--- config.mk ---
export PLATFORM = sky130hd
export DESIGN_NAME = pwm_capture
export DESIGN_NICKNAME = d
export VERILOG_FILES = /design/src/rtl/pwm_capture.sv
export SDC_FILE = /design/constraint.sdc
export NUM_CORES = 1
export LEC_CHECK = 0
export ABC_CLOCK_PERIOD_IN_PS = 1900
export CAP_MARGIN = 15
export CORE_MARGIN = 5
export CORE_UTILIZATION = 55
export CTS_CLUSTER_DIAMETER = 200
export DETAILED_ROUTE_END_ITERATION = 8
export PLACE_DENSITY = 0.88
export SKIP_LAST_GASP = 1
export SLEW_MARGIN = 20
export SYNTH_ARGS = -nofsm -noshare
export SYNTH_HDL_FRONTEND = slang
export SYNTH_SLANG_ARGS = --single-unit
--- constraint.sdc ---
create_clock -name clk -period 1.9 [get_ports clk]
set_input_delay 0.38 -clock clk [delete_from_list [all_inputs] [get_ports clk]]
set_output_delay 0.38 -clock clk [all_outputs]
set_load 0.1 [all_outputs]
--- src/rtl/pwm_capture.sv ---
`timescale 1ns/1ps
// PWM capture: measures high time and period of pwm_in in clk cycles, flags a stuck input.
// Optional glitch filter after the synchronizer: define PWM_CAPTURE_GLITCH_FILTER_EN.
//
// state    | meaning
// ---------+------------------------------------------------------------
// ST_IDLE  | after reset, waiting for the first rise (partial period)
// ST_HIGH  | input high inside a period being measured
// ST_LOW   | input low, next rise completes the period
// ST_STUCK | no rise for TIMEOUT cycles, stuck_high/stuck_low asserted
module pwm_capture #(
  parameter int CNT_W       = 16,
  parameter int TIMEOUT     = 50000,
  parameter int SYNC_STAGES = 2,
  parameter int FILT_LEN    = 4
) (
  input  logic             clk,
  input  logic             rst,
  input  logic             pwm_in,
  output logic [CNT_W-1:0] high_cnt,
  output logic [CNT_W-1:0] period_cnt,
  output logic             meas_valid,
  output logic             stuck_high,
  output logic             stuck_low
);

  localparam logic [1:0] ST_IDLE  = 2'd0;
  localparam logic [1:0] ST_HIGH  = 2'd1;
  localparam logic [1:0] ST_LOW   = 2'd2;
  localparam logic [1:0] ST_STUCK = 2'd3;

  localparam logic [CNT_W-1:0] TO_VAL = CNT_W'(TIMEOUT);
  localparam logic [CNT_W-1:0] ONE    = CNT_W'(1);

  if (TIMEOUT < 2 || TIMEOUT > (2 ** CNT_W) - 2 || SYNC_STAGES < 2 || FILT_LEN < 1) begin : g_param_check
    $error("pwm_capture: parameter out of range");
  end

  logic [SYNC_STAGES-1:0] sync_q;
  logic                   s_sync;
  logic                   s;
  logic                   s_d;
  logic                   rise;
  logic                   fall;
  logic                   timeout_hit;
  logic [CNT_W-1:0]       per_acc;
  logic [CNT_W-1:0]       hi_acc;
  logic [1:0]             state;

  always_ff @(posedge clk or negedge rst) begin
    if (!rst) begin
      sync_q <= '0;
    end else begin
      sync_q <= {sync_q[SYNC_STAGES-2:0], pwm_in};
    end
  end

  assign s_sync = sync_q[SYNC_STAGES-1];

`ifdef PWM_CAPTURE_GLITCH_FILTER_EN
  localparam int FC_W = $clog2(FILT_LEN + 1);

  logic [FC_W-1:0] filt_cnt;
  logic            s_filt;

  // s_filt follows s_sync only after FILT_LEN consecutive disagreeing samples
  always_ff @(posedge clk or negedge rst) begin
    if (!rst) begin
      filt_cnt <= '0;
      s_filt   <= 1'b0;
    end else if (s_sync == s_filt) begin
      filt_cnt <= '0;
    end else if (filt_cnt == FC_W'(FILT_LEN - 1)) begin
      s_filt   <= s_sync;
      filt_cnt <= '0;
    end else begin
      filt_cnt <= filt_cnt + 1'b1;
    end
  end

  assign s = s_filt;
`else
  assign s = s_sync;
`endif

  always_ff @(posedge clk or negedge rst) begin
    if (!rst) begin
      s_d <= 1'b0;
    end else begin
      s_d <= s;
    end
  end

  assign rise        = s & ~s_d;
  assign fall        = ~s & s_d;
  assign timeout_hit = (per_acc == TO_VAL);

  // Both accumulators saturate at TIMEOUT so a stuck input never wraps them
  always_ff @(posedge clk or negedge rst) begin
    if (!rst) begin
      per_acc <= '0;
      hi_acc  <= '0;
    end else if (rise) begin
      per_acc <= ONE;
      hi_acc  <= ONE;
    end else begin
      if (per_acc != TO_VAL) per_acc <= per_acc + ONE;
      if (s && hi_acc != TO_VAL) hi_acc <= hi_acc + ONE;
    end
  end

  always_ff @(posedge clk or negedge rst) begin
    if (!rst) begin
      state      <= ST_IDLE;
      high_cnt   <= '0;
      period_cnt <= '0;
      meas_valid <= 1'b0;
      stuck_high <= 1'b0;
      stuck_low  <= 1'b0;
    end else begin
      meas_valid <= 1'b0;
      case (state)
        ST_IDLE: begin
          if (rise) begin
            state <= ST_HIGH;
          end else if (timeout_hit) begin
            state      <= ST_STUCK;
            stuck_high <= s;
            stuck_low  <= ~s;
          end
        end
        ST_HIGH: begin
          if (fall) begin
            state <= ST_LOW;
          end else if (timeout_hit) begin
            state      <= ST_STUCK;
            stuck_high <= s;
            stuck_low  <= ~s;
          end
        end
        ST_LOW: begin
          // rise takes priority over a coincident timeout
          if (rise) begin
            high_cnt   <= hi_acc;
            period_cnt <= per_acc;
            meas_valid <= 1'b1;
            state      <= ST_HIGH;
          end else if (timeout_hit) begin
            state      <= ST_STUCK;
            stuck_high <= s;
            stuck_low  <= ~s;
          end
        end
        ST_STUCK: begin
          if (rise) begin
            stuck_high <= 1'b0;
            stuck_low  <= 1'b0;
            state      <= ST_HIGH;
          end else if (fall) begin
            stuck_high <= 1'b0;
            stuck_low  <= 1'b1;
          end
        end
        default: state <= ST_IDLE;
      endcase
    end
  end

endmodule

# Word level (Yosys, flattened, before mapping)
# Index checks and enable logic that the tools add are counted.
[totals] reg_bits=72 in_bits=3 out_inout_bits=35 wordCells=56
[op_classes] addsub=2 n_eq_ne=10 mux=23 bitwise_logic=4 reduce_logical=7
[ops] cell="16-bit 2-to-1 mux" count=4
[ops] cell="16-bit by 1-bit adder with 16-bit output (second input constant)" count=2
[ops] cell="16-bit inequality test (second input constant)" count=2
[ops] cell="16-bit equality test (second input constant)" count=1
[ops] cell="1-bit 2-to-1 mux" count=12
[ops] cell="2-bit 2-to-1 mux" count=4
[ops] cell="2-bit inequality test (second input constant)" count=3
[ops] cell="1-bit one-hot mux with 3 select lines" count=2
[ops] cell="2-bit one-hot mux with 3 select lines" count=1
[ops] cell="2-bit equality test (second input constant)" count=2
[ops] cell="2-bit nonzero test" count=2
[ops] cell="3-bit inequality test (second input constant)" count=1
[ops] cell="3-bit AND reduction" count=1
[ops] cell="1-bit bitwise AND" count=2
[ops] cell="2-bit by 1-bit equality test with 1-bit output (second input constant)" count=1
[ops] cell="2-bit zero test" count=1
[ops] cell="1-bit NOT" count=2
[ops] cell="2-bit AND reduction" count=1
[ops] cell="2-bit OR reduction" count=1
[ops] cell="1-bit logical AND" count=1

# Longest topological paths before layout
[depth] depth_word=5 mapped_depth=7 depth_no_buf=6

# Worst setup path before layout
# OpenSTA, ideal clock, no wires.
[synth_timing] kind="register to register" start="register per_acc[0]" end="register stuck_low" setup_ps=125 t_arrival_ps=1626 required_ps=1775 path_slack_ps=149 stages_incl_launch_ff=7 path_buffers=0 synth_period_minus_slack_ps=1751 cell_sequence="dfrtp_1 inv_1 ha_1 nor3b_1 nand4_1 o22ai_1 mux2_2"
[synth_via] elab_chain_len=4 word_cells_on_any_way=5 classes_between="1 x eq/ne; 4 x mux"
[synth_rtl] item="start, declared" line_no="46" source="logic [CNT_W-1:0] per_acc;"
[synth_rtl] item="start signal, assigned" line_no="107" source="if (per_acc != TO_VAL) per_acc <= per_acc + ONE;"
[synth_rtl] item="16-bit equality test *" line_no="96" source="assign timeout_hit = (per_acc == TO_VAL);"
[synth_rtl] item="1-bit 2-to-1 mux *"
[synth_rtl] item="1-bit 2-to-1 mux (on tied branches)"
[synth_rtl] item="1-bit one-hot mux with 3 select lines *"
[synth_rtl] item="end signal, assigned" line_no="129" source="stuck_low <= ~s;"
[synth_rtl] item="end signal, assigned" line_no="138" source="stuck_low <= ~s;"
[synth_rtl] item="end signal, assigned" line_no="151" source="stuck_low <= ~s;"
[synth_rtl] item="end, declared" line_no="24" source="output logic stuck_low"
# Every way passes the cells marked *; elsewhere a longest branch is shown, timed or not. The select of a mux whose other input is x is not followed.
# A chain may end at the register's enable or synchronous reset.

# Worst setup path after layout
[layout_timing] start="register hi_acc[10]" end="register hi_acc[1]"
[layout_via] elab_chain_len=3
[layout_rtl] item="start, declared" line_no="47" source="logic [CNT_W-1:0] hi_acc;"
[layout_rtl] item="start signal, assigned" line_no="108" source="if (s && hi_acc != TO_VAL) hi_acc <= hi_acc + ONE;"
[layout_rtl] item="16-bit inequality test" line_no="108"
[layout_rtl] item="1-bit logical AND" line_no="108"
[layout_rtl] item="2-bit nonzero test (no line)"
# Every way passes these cells.

==> metrics.md <==
| Metric | Value |
|---|---|
| Status | complete, no violations |
| Mapped cell area | between 0.003 and 0.004 sq mm |
| Layout cells sized above 1 | 0.2815 |
| Most frequent cells in the layout | dfrtp_1, nor2_1, buf_4 |
| Die width | 86.57 um |
| Skew final | 8.804 ps |
| Worst-path clk slew | 80 ps |
| WP data required | 2140 ps |
| Vias in the first global route | 2,576 |
| Largest family of logic cells by synthesized area | simple AND/OR/NAND/NOR gates |
| 1st-iter DRT viols | 214 |
| Worst-Skew Late Latency | about 350 ps |
| Clock Power Share | 0.323 |
| Pre-Repair DR Iteration Count | 5 |
| Drc violations | 0 |
| MaxCap Viol Count | 0 |
| Seq cells post-synth | 72 |
| Max Clk Rate | between 500 and 600 MHz |
| DR vias | roughly 2,400 |
| Slew headroom | 0.5827 |
| Layout net count | around 350 |
| Area growth, synth to finish | 30.07% |
| # port buffers | 37 |
| Utilization after layout | 0.7479 |
| Crit path max fanout | 4 |
| CTS tree | built |
| Routed Wire Length | 7373 um |
| Unique masters post-synth | 40 |
| RR Startpoint | hi_acc[10]$_DFFE_PN0P_ |
| FF-to-FF End | hi_acc[1]$_DFFE_PN0P_ |
| Pint | 3.138 mW |
| Final hold violations | 0 |
| Net Count, Synth | around 300 |
| VDD IR-drop max | 892.1 uV |
| RSZ-0062 raised after global routing | no |
| Core area | 0.005608 sq mm |
| Final setup fails | 0 |
| Complex-gate fraction of the synthesized area | 0.06713 |
| Pin count of the biggest net entering global routing | 36 |
| Initial antenna violation count | 0 |
| Lkg Pwr | 1.950 nW |
| Post-synthesis adder-cell area fraction | 0.02328 |
| Placer Congestion | 0.8376 |
| Global route total overflow | 0 |
| Critical path type | reg -> reg |
| Die Y | 86.57 um |
| Most common cell after layout, fill and taps aside | dfrtp_1 |
| Post-CTS setup repair buffer count | 0 |
| Final worst path period share | 0.9708 |
| Die area | between 0.007 and 0.008 sq mm |
| CTS buffer count | 9 |
| Num Clock Sinks | 72 |
| Yosys top cell by area | dfrtp_1 |
| Rows | 27 |
| Power per standard cell area | 1155 mW/mm^2 |
| PostCTS Resize Cnt | 0 |
| Total GRT Usage | 0.2155 |
| Setup TNS | 0 ps |
| HP Class | in -> async |
| CP endpoint kind | flop |
| Ys Warns | 0 |
| Psw | ~1.7 mW |
| Detail Route Antenna Nets | 0 |
| Worst hold margin | around 38 ps |
| Share of power burned in registers | 0.391 |
| Initial Util | 0.5750 |
| Max clock buf depth | 2 |
| Mean Syn Cell Area | 11.27 sq um |
| Worst Tran Pin Value | 625.9 ps |
| First-pass GRT wire length | 12,540 um |
| Synth Area in XOR/XNOR | 0.05433 |
| I/O pins | 38 |
| Final Max Slew Viols | 0 |
| Final Instance Area | approximately 0.0042 sq mm |
| Routed len/inst | around 18 um |
| Min Tclk post-route | 1844 ps |
| Synthesized instance count | 286 |
| Seq/Total Area, Yosys | 0.5588 |
| Total power | slightly below 5 mW |
| Combinational share of power | 0.286 |
| Flop2flop setup slack | 60 ps |
| Reg2reg path depth | 4 |
| Cts hold-fix bufs | 0 |
| CTS root buf | clkbuf_8 |
| Post-synthesis mux area share | 0.09662 |
| Placed cell areas | ~0.0039 sq mm |
| Share of the synthesized area in the top cell type | 0.5588 |
| Htree depth | 3 |
| Synth Area in Simple Gates | 0.1711 |
| ANT cells | 0 |
| Top cells by area, synth | dfrtp_1, mux2_2, xnor2_1 |
| CP Launch Type | flop |
| DR vias/cell | 5.823 |
| Switching part of the total | 0.3523 |
| WP data arrival | 2080 ps |
| Hpwl dp | 5136 um |
routing by layer:
layer	up-vias	GRT usage	wire, um
met5	-	0	0
met1	1209	0.2680	3073
met4	0	0.09915	160
met2	80	0.3630	3788
li1	1098	-	-
met3	18	0.04087	350
state kept, by name, summed over array words and instances, names as in the netlist:
signal,cells
hi_acc,16
high_cnt,16
meas_valid,1
per_acc,16
period_cnt,16
s_d,1
state,2
stuck_high,1
stuck_low,1
sync_q,2
cell type report:
type                    instances  area, sq um
clock buffers                   9        123.9
repair buffers                 50        650.6
multi-input cells             190         1343
fillers                       360         1414
well taps                      72        90.09
inverters                      14        52.55
flip-flops and latches         72         1802
clock inverters                 6        132.6
worst max-delay path, cell delays in order, from the launching register on:
cell	delay [ps]
dfrtp_1	430
or4b_4	580
o41ai_4	410
mux2i_1	230
nor2_1	70
cell usage after synthesis:
master / instances
a32oi_1: 1
mux2i_1: 3
nor3b_1: 1
o41ai_4: 1
xnor2_1: 12
and4_1: 2
nand2_1: 17
o21a_1: 1
nor4_1: 3
o32ai_1: 1
or4_1: 1
or2_1: 1
nand3b_1: 3
nand2b_1: 4
o21ai_0: 15
and3_1: 1
and2_1: 2
or2_2: 1
buf_2: 2
nor2b_1: 1
xor2_1: 8
o22ai_1: 1
nor2_1: 26
clkbuf_1: 8
nand4_1: 10
a21oi_1: 10
inv_1: 14
nor4bb_1: 3
mux2_2: 25
a31o_2: 1
a22oi_1: 1
nand3_1: 11
o31ai_1: 1
dfrtp_1: 72
o41ai_1: 1
or4b_4: 2
or3_1: 6
nand4bb_1: 1
ha_1: 6
nor3_1: 6
logic make-up (layout without fill, tap and decap cells):
group	Yosys count	after routing
adder cells (fa/ha/maj)	6	6
flip-flops	72	72
XOR/XNOR	20	20
AND/OR/NAND/NOR	102	102
AO/OA/AOI/OAI	34	34
buffers and inverters	24	79
multiplexers	28	28
how the worst max path moves through the flow:
| stage | start | to | slack (ps) | cells after the start |
|---|---|---|---|---|
| 6_report | hi_acc[10]$_DFFE_PN0P_ | hi_acc[1]$_DFFE_PN0P_ | 60 | 4 |
| 5_1_grt | hi_acc[10]$_DFFE_PN0P_ | hi_acc[1]$_DFFE_PN0P_ | 9 | 4 |
| 4_1_cts | hi_acc[10]$_DFFE_PN0P_ | hi_acc[1]$_DFFE_PN0P_ | 60 | 4 |
| 3_5_place_dp | hi_acc[10]$_DFFE_PN0P_ | hi_acc[2]$_DFFE_PN0P_ | 70 | 3 |
| 3_3_place_gp | hi_acc[10]$_DFFE_PN0P_ | hi_acc[1]$_DFFE_PN0P_ | 140 | 4 |
| 2_1_floorplan | per_acc[0]$_DFFE_PN0P_ | stuck_low$_DFFE_PN0P_ | 150 | 6 |
per-stage QoR:
stage,instances,setup WS (ps)
floorplan,286,148.8
detailed placement,398,68.60
global placement,398,138.1
finish,413,55.56
global route,413,9.036
CTS,413,58.14
power groups by stage:
stage | registers [mW] | logic [mW] | clock network (mW)
finish | 1.89 | 1.39 | 1.57
global route | 1.92 | 1.47 | 1.63
CTS | 1.89 | 1.39 | 1.57
detailed placement | 1.91 | 1.38 | 0
global placement | 1.89 | 1.33 | 0
floorplan | 2.43 | 0.373 | 0
(Power assumes the default switching activity.)
